`config.mk`:
```
export PLATFORM = sky130hd
export DESIGN_NAME = mult_div_unit
export DESIGN_NICKNAME = d
export VERILOG_FILES = /design/src/rtl/mult_div_unit.sv
export SDC_FILE = /design/constraint.sdc
export NUM_CORES = 1
export LEC_CHECK = 0
export BUFFER_PORTS_ARGS = -buffer_cell sky130_fd_sc_hd__buf_2
export CAP_MARGIN = 20
export CORE_UTILIZATION = 62
export CTS_CLUSTER_DIAMETER = 80
export DETAILED_ROUTE_END_ITERATION = 6
export PLACE_DENSITY = 0.82
export SLEW_MARGIN = 20
export SYNTH_ARGS = -nofsm -noshare
export SYNTH_HDL_FRONTEND = slang
export SYNTH_SLANG_ARGS = --single-unit
```
`constraint.sdc`:
```
create_clock -name clk -period 5.8 [get_ports clk]
set_clock_uncertainty 0.05 [all_clocks]
set_input_delay 1.74 -clock clk [delete_from_list [all_inputs] [get_ports clk]]
set_output_delay 1.74 -clock clk [all_outputs]
set_load 0.005 [all_outputs]
```
`src/rtl/mult_div_unit.sv`:
```
// Sequential signed multiply/divide unit with architectural HI/LO registers.
// Optional abort input enabled by defining MDU_ABORT_EN.
module mult_div_unit #(
  parameter int WIDTH = 32,
  parameter int ITER  = WIDTH
) (
  input  logic             clk,
  input  logic             reset,
  input  logic             start_mult,
  input  logic             start_div,
  input  logic [WIDTH-1:0] a,
  input  logic [WIDTH-1:0] b,
`ifdef MDU_ABORT_EN
  input  logic             abort,
`endif
  output logic             busy,
  output logic             done,
  output logic             div_zero,
  output logic [WIDTH-1:0] hi,
  output logic [WIDTH-1:0] lo
);

  localparam int CW = $clog2(ITER + 1);

  typedef enum logic [1:0] {
    IDLE,
    MUL_RUN,
    DIV_RUN,
    FINISH
  } state_t;

  state_t state, next_state;

  logic [CW-1:0]    cnt;
  logic             last;
  logic             abort_req;
  logic             dz;

  // Booth product register {p_hi, p_lo, p_q}; p_hi carries one guard bit
  logic [WIDTH-1:0] mcand;
  logic [WIDTH:0]   p_hi;
  logic [WIDTH-1:0] p_lo;
  logic             p_q;

  // Restoring divider on magnitudes
  logic [WIDTH-1:0] dvs;
  logic [WIDTH-1:0] rem;
  logic [WIDTH-1:0] quo;
  logic             q_neg;
  logic             r_neg;

  logic [WIDTH:0]   mcand_ext;
  logic [WIDTH:0]   booth_sum;
  logic [WIDTH:0]   booth_hi;
  logic [WIDTH-1:0] booth_lo;

  logic [WIDTH:0]   div_shift;
  logic [WIDTH:0]   div_diff;
  logic             div_keep;
  logic [WIDTH-1:0] rem_next;
  logic [WIDTH-1:0] quo_next;

`ifdef MDU_ABORT_EN
  assign abort_req = abort;
`else
  assign abort_req = 1'b0;
`endif

  assign last = (cnt == CW'(ITER - 1));

  // NOTE: synchronous reset lives inside the clocked block; all state uses <=.
  always_ff @(posedge clk) begin
    if (!reset) state <= IDLE;
    else        state <= next_state;
  end

  // NOTE: every always_comb output gets a default first so no latch is inferred.
  always_comb begin
    next_state = state;
    unique case (state)
      IDLE: begin
        if (start_mult)     next_state = MUL_RUN;
        else if (start_div) next_state = (b == '0) ? FINISH : DIV_RUN;
      end
      MUL_RUN, DIV_RUN: begin
        if (abort_req) next_state = IDLE;
        else if (last) next_state = FINISH;
      end
      FINISH:  next_state = IDLE;
      default: next_state = IDLE;
    endcase
  end

  assign busy     = (state != IDLE);
  assign done     = (state == FINISH);
  assign div_zero = done & dz;

  // One Booth step: add/subtract per {p_lo[0], p_q}, then arithmetic shift right
  assign mcand_ext = {mcand[WIDTH-1], mcand};

  always_comb begin
    booth_sum = p_hi;
    unique case ({p_lo[0], p_q})
      2'b01:   booth_sum = p_hi + mcand_ext;
      2'b10:   booth_sum = p_hi - mcand_ext;
      default: booth_sum = p_hi;
    endcase
  end

  assign booth_hi = {booth_sum[WIDTH], booth_sum[WIDTH:1]};
  assign booth_lo = {booth_sum[0], p_lo[WIDTH-1:1]};

  // One restoring step; the sign of the WIDTH+1-bit difference is the borrow
  assign div_shift = {rem, quo[WIDTH-1]};
  assign div_diff  = div_shift - {1'b0, dvs};
  assign div_keep  = ~div_diff[WIDTH];
  assign rem_next  = div_keep ? div_diff[WIDTH-1:0] : div_shift[WIDTH-1:0];
  assign quo_next  = {quo[WIDTH-2:0], div_keep};

  always_ff @(posedge clk) begin
    if (!reset) begin
      cnt   <= '0;
      dz    <= 1'b0;
      mcand <= '0;
      p_hi  <= '0;
      p_lo  <= '0;
      p_q   <= 1'b0;
      dvs   <= '0;
      rem   <= '0;
      quo   <= '0;
      q_neg <= 1'b0;
      r_neg <= 1'b0;
      hi    <= '0;
      lo    <= '0;
    end else begin
      unique case (state)
        IDLE: begin
          if (start_mult) begin
            mcand <= a;
            p_hi  <= '0;
            p_lo  <= b;
            p_q   <= 1'b0;
            cnt   <= '0;
            dz    <= 1'b0;
          end else if (start_div) begin
            dz    <= (b == '0);
            dvs   <= b[WIDTH-1] ? -b : b;
            quo   <= a[WIDTH-1] ? -a : a;
            rem   <= '0;
            q_neg <= a[WIDTH-1] ^ b[WIDTH-1];
            r_neg <= a[WIDTH-1];
            cnt   <= '0;
          end
        end
        MUL_RUN: begin
          if (!abort_req) begin
            p_hi <= booth_hi;
            p_lo <= booth_lo;
            p_q  <= p_lo[0];
            cnt  <= cnt + CW'(1);
            if (last) begin
              hi <= booth_hi[WIDTH-1:0];
              lo <= booth_lo;
            end
          end
        end
        DIV_RUN: begin
          if (!abort_req) begin
            rem <= rem_next;
            quo <= quo_next;
            cnt <= cnt + CW'(1);
            if (last) begin
              lo <= q_neg ? -quo_next : quo_next;
              hi <= r_neg ? -rem_next : rem_next;
            end
          end
        end
        default: ;
      endcase
    end
  end

endmodule

```
==> summary.md, run 1 <==
| Metric | Value |
|---|---|
| Mapped cell area | `18,500 sq um` |
| Crit Path Category | `reg -> reg` |
| Logic pwr share | `48.4%` |
| Number of global-route vias before repair | `17,400` |
| Status | `finished clean` |
| P_sw | `3.83 mW` |
| DIE AREA | `30,600 sq um` |
| CTS tree | `built` |
| Synth cell count leaders | `nor2_1 (353), nand2_1 (329), dfxtp_1 (268)` |
| Syn nets | `2,661` |
| Synth area leaders | `dfxtp_1 (29%), nor2_1 (7.2%), a21oi_1 (6.7%), nand2_1 (6.7%), ha_1 (5.1%)` |
| DIE WIDTH | `175 um` |
| Seq/Total Area, Yosys | `29.0%` |
| Drt wl/cell | `20.2 um` |
| Fin util | `70.2%` |
| RSZ-0062 raised after global routing | `no` |
| Fin nets | `2,696` |
| Worst setup SP type | `flip-flop` |
| Antenna violations before repair | `2` |
| Routability cong. | `0.960` |
| Final WL | `59,900 um` |
| DRC errors left | `0` |
| Sum Neg Setup Slack | `0 ps` |
| Clock Root Buffer | `clkbuf_16` |
| Largest net degree at the start of global routing | `116` |
| ANT nets after route | `0` |
| Worst Tran Pin Value | `1050 ps` |
| Ant diodes | `0` |
| CP endpoint kind | `flip-flop` |
| IO Port Bufs | `134` |
| Critical path arrival | `5730 ps` |
| Final Critical Period | `5340 ps` |
| Sequential share of power | `28.3%` |
| Ys async rst share | `0%` |
| Worst-Skew Late Latency | `580 ps` |
| Top cell type's share of synthesized area | `29.0%` |
| Mean Syn Cell Area | `7.36 sq um` |
| Total number of vias | `19,100` |
| Area leader, netlist | `dfxtp_1` |
| Share of layout cells above drive strength 1 | `10.1%` |
| Post-CTS Hold Buffers | `0` |
| Fin crit share | `92.1%` |
| Pwr Density | `419 nW/um^2` |
| DP HPWL | `44,500 um` |
| Worst min-delay path class | `reg -> reg` |
| Chip height | `175 um` |
| Post-cts resize count | `0` |
| Ys flop type | `dfxtp_1` |
| Lkg Pwr | `8.00 nW` |
| CTS clk-pin slew, worst paths | `70 ps` |
| Post-synth EDFFs | `0` |
| Num rows | `62` |
| Setup violators final | `0` |
| Htree depth | `1` |
| Mapped Cells | `2,516` |
| Post-CTS Setup Bufs | `0` |
| Gr usage total | `38.0%` |
| Slew headroom | `29.6%` |
| Sw Share | `44.9%` |
| Final Hold Viols | `0` |
| CP Max Fanout | `20` |
| Final std cells w/o fill | `2,959` |
| Core Region | `29,000 sq um` |
| Pre-antenna DRT Iters | `7` |
| DP Cell Count | `2,903` |
| Clock power frac | `23.3%` |
| Synth-to-Final Area Change | `9.93%` |
| Yosys Warn Count | `0` |
| Starting Density | `63.9%` |
| WP data required | `6190 ps` |
| Max clock buf depth | `3` |
| Max Clock Freq | `187 MHz` |
| Clock Sinks | `268` |
| #FFs+latches synth | `268` |
| Grt ovf | `0` |
| Via density | `6.46` |
| Int Power | `4.70 mW` |
| Most frequent cell after synthesis | `nor2_1` |
| Yosys cell types | `93` |
| IO Count | `135` |
| Global-route wire length before repair | `93,700 um` |
| Starting DRC count in detailed routing | `2,459` |
| Fin. max-slew vios | `0` |
| Worst VDD drop | `0.000291 V` |
| Max-cap viol count | `0` |
| Inserted Clock Buffers | `30` |
[routing by layer]
layer,GRT usage [%],wire (um),up-vias
met3,5.68,5020,181
met5,0,13,-
met2,59.4,26200,942
met1,52.4,26000,8919
met4,15.4,2680,2
li1,-,-,9061
[flip-flops by register name (all words and copies together) (netlist names)]
name   cells
quo       32
dvs       32
dz         1
q_neg      1
state      2
r_neg      1
p_lo      32
hi        32
cnt        6
lo        32
mcand     32
p_hi      32
rem       32
p_q        1
[power by group through the flow]
stage / clock network (mW) / logic [mW] / registers, mW
after floorplan: 0 / 3.05 / 2.31
after global placement: 0 / 3.91 / 2.42
after detailed placement: 0 / 4.00 / 2.43
after CTS: 1.99 / 4.03 / 2.39
after global routing: 2.07 / 4.49 / 2.43
final: 1.99 / 4.13 / 2.41
[path summary, 6_finish.rpt]
| path | cells after the start | start | slack [ps] | endpoint |
|---|---|---|---|---|
| hold reg to reg | 2 | dz | 420 | dz |
| setup reg to reg | 19 | quo[31] | 460 | hi[28] |
| hold / removal | 2 | dz | 420 | dz |
| setup / recovery | 19 | quo[31] | 460 | hi[28] |
[metrics by stage]
stage | area (sq um) | worst slack, ps | power [mW] | hold slack (ps)
final | 20400 | 457 | 8.53 | 418
after floorplan | 18500 | 1280 | 5.36 | 382
after global placement | 19300 | 684 | 6.33 | 391
after detailed placement | 19300 | 666 | 6.43 | 410
after global routing | 20400 | 101 | 8.99 | 441
after CTS | 20400 | 601 | 8.41 | 419
[worst max-delay path, stage by stage, from the launching register on]
cell and delay (ps):
dfxtp_1 330, inv_1 120, ha_1 180, inv_1 60, fa_1 420, a211oi_1 430
o211a_2 320, nor3_2 90, o2111ai_1 290, a211o_1 440, nand2_2 390, mux2i_1 440
ha_1 250, inv_1 150, nor4b_1 420, nor2_1 140, nor2_1 200, nand3b_1 100
a221oi_1 310, a211oi_1 80
[kinds of logic after synthesis]
logic type | synth area share, %
fa+ha+maj | 5.28
xor+xnor | 9.17
mux | 3.28
simple gates | 22.0
flops | 29.0
compound gates | 26.7
buf+inv | 4.66
[area by class of cell]
class | count | area (sq um)
clock buffers | 35 | 810
clock inverters | 21 | 218
fillers | 2430 | 8650
inverters | 69 | 264
multi-input cells | 2026 | 12400
flip-flops and latches | 268 | 5370
well taps | 384 | 480
repair buffers | 156 | 848
[cells in the final DEF, fill, tap and decap left out, types with 8 or more instances in the layout]
master / instances
or4_1: 20
nand3_1: 33
o31ai_1: 34
nor2_1: 353
o21ai_1: 9
nand4_1: 17
clkinv_2: 10
nor2b_1: 12
dfxtp_1: 268
xor2_1: 104
mux2i_1: 56
nor4_1: 21
a211oi_1: 111
xnor2_1: 90
inv_1: 66
nand2b_1: 18
a21oi_1: 245
nor3_1: 40
a221oi_1: 13
o41ai_1: 18
and3_1: 10
ha_1: 72
or3_1: 21
buf_2: 134
o21ai_0: 158
nand2_1: 328
o211ai_1: 20
clkbuf_16: 30
a21o_1: 31
and2_1: 12
o21bai_1: 8
a22oi_1: 30
a31oi_1: 18
buf_4: 21
Power figures use the tool's default switching activity.
==> inputs of run 2 (changes only) <==
- CELL_PAD_IN_SITES_DETAIL_PLACEMENT: unset -> 1
- CELL_PAD_IN_SITES_GLOBAL_PLACEMENT: unset -> 1
- CORE_UTILIZATION: 62 -> 45
- PLACE_DENSITY: 0.82 -> unset
- PLACE_DENSITY_LB_ADDON: unset -> 0.1
==> summary.md, run 2 (synthesis results as in run 1) <==
| Metric | Value |
|---|---|
| Crit path top cell by count | `inv_1` |
| Drt wl/cell | `21.8 um` |
| CP Cell Sequence | `inv_1 -> ha_1 -> inv_1 -> fa_1 -> a211oi_1 -> o211a_2 -> nor3_2 -> o2111ai_1 -> a211o_1 -> nand2_2 -> mux2i_1 -> ha_1 -> inv_1 -> nor4b_1 -> nor2_1 -> nor2_1 -> nand3b_1 -> a221oi_1 -> a211oi_1` |
| Starting Density | `46.1%` |
| Fin crit share | `89.9%` |
| Grt ovf | `0` |
| Synth-to-Final Area Change | `11.6%` |
| Max-cap viol count | `0` |
| Worst min-delay path class | `reg -> reg` |
| Share of layout cells above drive strength 1 | `10.2%` |
| Clock Root Buffer | `clkbuf_16` |
| Worst-Skew Late Latency | `570 ps` |
| Critical path arrival | `5560 ps` |
| RSZ-0062 raised after global routing | `no` |
| Routability cong. | `0.947` |
| Num rows | `73` |
| Gr usage total | `32.0%` |
| Post-cts resize count | `0` |
| Area post-placement | `19,500 sq um` |
| DRC errors left | `0` |
| DIE AREA | `42,000 sq um` |
| Slew headroom | `28.2%` |
| Sum Neg Setup Slack | `0 ps` |
| Commonest non-fill, non-tap cells in the layout | `nor2_1 (353), nand2_1 (329), dfxtp_1 (267)` |
| Pre-antenna DRT Iters | `5` |
| Fin. max-slew vios | `0` |
| DP HPWL | `51,000 um` |
| Worst Tran Pin Value | `1080 ps` |
| Clock Sinks | `268` |
| WP data required | `6150 ps` |
| Status | `finished clean` |
| CTS tree | `built` |
| CTS clk-pin slew, worst paths | `60 ps` |
| Starting DRC count in detailed routing | `1,261` |
| ANT nets after route | `0` |
| Commonest non-fill, non-tap cell in the layout | `nor2_1` |
| Worst setup SP type | `flip-flop` |
| Worst VDD drop | `0.000266 V` |
| Final Critical Period | `5220 ps` |
| Largest net degree at the start of global routing | `133` |
| IO Port Bufs | `134` |
| Crit Path Category | `reg -> reg` |
| IO Count | `135` |
| CP endpoint kind | `flip-flop` |
| Htree depth | `2` |
| Inserted Clock Buffers | `34` |
| DIE WIDTH | `205 um` |
| Total number of vias | `18,900` |
| Post-CTS Hold Buffers | `0` |
| Number of global-route vias before repair | `18,900` |
| Pwr Density | `427 nW/um^2` |
| Core Region | `40,200 sq um` |
| R2r setup slk | `580 ps` |
| Via density | `6.10` |
| Post-CTS Setup Bufs | `0` |
| Cell area after layout | `20,700 sq um` |
| CP Max Fanout | `13` |
| Fin nets | `2,701` |
| Lkg Pwr | `8.05 nW` |
| Max clock buf depth | `3` |
| Max Clock Freq | `192 MHz` |
| Final WL | `67,700 um` |
| Antenna violations before repair | `3` |
| Critical Path Slowest Stage Cell | `nor4b_1` |
| Final Hold Viols | `0` |
| Setup violators final | `0` |
| Chip height | `205 um` |
| Slowest cell delay on critical path | `550 ps` |
| Global-route wire length before repair | `106,000 um` |
## run 2: changes by cell type in the layout (fill, tap and decap cells not counted), sizes merged
cell	delta
clkinv	-8
diode	+2
inv	-1
clkinvlp	+2
clkbuf	+12
buf	+1
## run 2: power by group
part | total [mW] | internal, mW | switching, mW | leakage [nW]
combinational | 4.14 | 1.45 | 2.69 | 5.31
clock | 2.25 | 1.34 | 0.919 | 0.568
sequential | 2.43 | 2.10 | 0.332 | 2.18
## run 2: metrics by stage
step | power [mW] | hold slack [ps] | worst slack, ps | std cells | utilization [%]
2_1_floorplan | 5.36 | 382 | 1280 | 2516 | -
3_5_place_dp | 6.54 | 406 | 719 | 3045 | 48.5
3_3_place_gp | 6.40 | 389 | 853 | 3045 | 48.5
6_report | 8.83 | 408 | 585 | 3108 | 51.5
4_1_cts | 8.84 | 416 | 676 | 3106 | 51.4
5_1_grt | 9.37 | 436 | 228 | 3108 | 51.5
## run 2: path summary, 6_finish.rpt
| check | startpoint | end | depth (start not counted) |
|---|---|---|---|
| worst max-delay path | quo[31] | hi[28] | 19 |
| worst min-delay path | dz | dz | 2 |
| worst max register to register | quo[31] | hi[28] | 19 |
| worst min register to register | dz | dz | 2 |
## run 2: final cells by class
cell class | instances | area, sq um
Clock inverter | 14 | 200
Timing Repair Buffer | 157 | 843
Tap cell | 525 | 657
Antenna cell | 2 | 5.00
Inverter | 69 | 264
Multi-Input combinational cell | 2026 | 12400
Clock buffer | 47 | 980
Sequential cell | 268 | 5370
Fill cell | 5054 | 19500
## run 2: critical path: cells and delay by family, from the launching register on
family / cells / cell delay [ps]
simple gates: 6 / 1410
fa+ha+maj: 3 / 870
compound gates: 6 / 1760
flops: 1 / 320
buf+inv: 3 / 300
mux: 1 / 340
## run 2: routing by layer
metal | vias to the layer above | GRT usage (%) | part of all wire [%]
li1 | 9057 | - | -
met1 | 9327 | 41.0 | 44
met2 | 463 | 55.0 | 49
met3 | 100 | 4.66 | 5.1
met4 | 2 | 9.68 | 2.3
met5 | - | 0 | 0.018
==> inputs of run 3 (changes only) <==
- CORE_UTILIZATION: 45 -> 47
- CTS_BUF_LIST: unset -> sky130_fd_sc_hd__clkbuf_4 sky130_fd_sc_hd__clkbuf_8
- GPL_ROUTABILITY_DRIVEN: unset -> 0
==> summary.md, run 3 (synthesis results as in run 1) <==
| Metric | Value |
|---|---|
| Post-CTS Setup Bufs | `0` |
| Lkg Pwr | `8.04 nW` |
| Commonest non-fill, non-tap cell in the layout | `nor2_1` |
| Chip height | `201 um` |
| Sum Neg Setup Slack | `0 ps` |
| Final hold slack | `402 ps` |
| Starting Density | `47.8%` |
| DRC errors left | `0` |
| Max-cap viol count | `0` |
| Critical path arrival | `5670 ps` |
| Largest net degree at the start of global routing | `105` |
| IO Count | `135` |
| Reg2reg end | `hi[27]` |
| Final WL | `69,500 um` |
| Setup violators final | `0` |
| IO Port Bufs | `134` |
| Place WS | `732 ps` |
| Final Critical Period | `5160 ps` |
| DP HPWL | `51,500 um` |
| Post-CTS Hold Buffers | `0` |
| Global-route wire length before repair | `109,000 um` |
| Worst Tran Pin Value | `1090 ps` |
| Grt ovf | `0` |
| Number of global-route vias before repair | `19,200` |
| Pre-antenna DRT Iters | `6` |
| Hold_sp | `hi[8]` |
| Pwr Density | `418 nW/um^2` |
| Sequential cell area | `5370 sq um` |
| Fin util | `53.0%` |
| Share of layout cells above drive strength 1 | `11.3%` |
| Fin. max-slew vios | `0` |
| Via density | `6.17` |
| Max clock buf depth | `3` |
| Drt wl/cell | `22.2 um` |
| CP Max Fanout | `5` |
| Starting DRC count in detailed routing | `1,365` |
| Final WS setup | `636 ps` |
| # fillers | `4,955` |
| Antenna violations before repair | `2` |
| Slew headroom | `26.9%` |
| Clock Root Buffer | `clkbuf_8` |
| CTS tree | `built` |
| ANT nets after route | `0` |
| Core Region | `38,700 sq um` |
| Worst setup SP type | `flip-flop` |
| Commonest non-fill, non-tap cells in the layout | `nor2_1 (352), nand2_1 (329), dfxtp_1 (268)` |
| Clock Sinks | `268` |
| Multi-input logic area | `12,400 sq um` |
| CTS clk-pin slew, worst paths | `60 ps` |
| RSZ-0062 raised after global routing | `no` |
| Crit Path Category | `reg -> reg` |
| Gr usage total | `33.8%` |
| R2r setup slk | `640 ps` |
| Post-cts resize count | `0` |
| Status | `finished clean` |
| Synth-to-Final Area Change | `10.8%` |
| Fin nets | `2,722` |
| Worst VDD drop | `0.000210 V` |
| Worst-Skew Late Latency | `670 ps` |
| Num rows | `72` |
| Final Hold Viols | `0` |
| Max Clock Freq | `194 MHz` |
| Hold Path Stages | `2` |
| Fin crit share | `89.0%` |
| DIE AREA | `40,200 sq um` |
| Total number of vias | `19,300` |
| Inserted Clock Buffers | `50` |
| Worst-case reg-to-reg path depth | `19` |
| Worst min-delay path class | `reg -> reg` |
| DIE WIDTH | `201 um` |
| RR Startpoint | `mcand[2]` |
| Htree depth | `2` |
| CP endpoint kind | `flip-flop` |
| Hold endpoint | `hi[8]` |
| WP data required | `6310 ps` |
run 3: cell count changes in the layout (fill, tap and decap cells not counted), moves of 5 or more:
cell / change
clkbuf_4: +14
clkbuf_16: -34
buf_4: +5
clkinv_2: +6
clkbuf_8: +48
clkbuf_1: -5
run 3: area by class of cell:
type / count / share of cell area (%)
Clock inverter: 14 / 0.579
Timing Repair Buffer: 162 / 4.29
Sequential cell: 268 / 26.1
Clock buffer: 70 / 4.27
Tap cell: 518 / 3.16
Antenna cell: 2 / 0.0244
Multi-Input combinational cell: 2026 / 60.2
Inverter: 69 / 1.29
run 3: routing by layer:
layer  global-route usage (%)  share of wire (%)
met1                     44.7                 45
met2                     55.5                 46
met3                     5.41                5.7
met4                     12.6                3.6
met5                        0                  0
run 3: stage by stage:
step / std cells / power (mW) / area [sq um]
2_1_floorplan: 2516 / 5.36 / 18500
3_3_place_gp: 3043 / 6.44 / 19500
3_5_place_dp: 3043 / 6.59 / 19500
4_1_cts: 3127 / 8.53 / 20500
5_1_grt: 3129 / 9.09 / 20500
6_report: 3129 / 8.57 / 20500
run 3: how the worst max path moves through the flow:
| stage | start | slack [ps] | cells after the start | to |
|---|---|---|---|---|
| 2_1_floorplan | quo[31] | 1280 | 23 | lo[28] |
| 3_3_place_gp | a[2] | 890 | 10 | quo[31] |
| 3_5_place_dp | a[2] | 730 | 10 | quo[31] |
| 4_1_cts | mcand[0] | 690 | 18 | hi[27] |
| 5_1_grt | mcand[2] | 240 | 19 | hi[27] |
| 6_report | mcand[2] | 640 | 19 | hi[27] |
run 3: worst max-delay path, stage by stage, from the launching register on:
cell and delay (ps):
dfxtp_1 340, nor2_1 160, nor4b_1 650, nand2_1 160, nor2_1 160, nand2_1 60
nor2_1 230, a21oi_1 150, a21oi_1 360, xor2_1 280, ha_1 340, a21o_1 200
a21o_1 180, a21o_1 180, a2111oi_0 670, nor2_1 140, xnor2_1 160, o21ai_0 230
o21ai_0 110, a211oi_1 250
run 3: power by group:
| group | switching [mW] | leakage [nW] | internal, mW |
|---|---|---|---|
| sequential | 0.327 | 2.18 | 2.10 |
| clock | 0.896 | 0.534 | 1.02 |
| combinational | 2.77 | 5.33 | 1.45 |
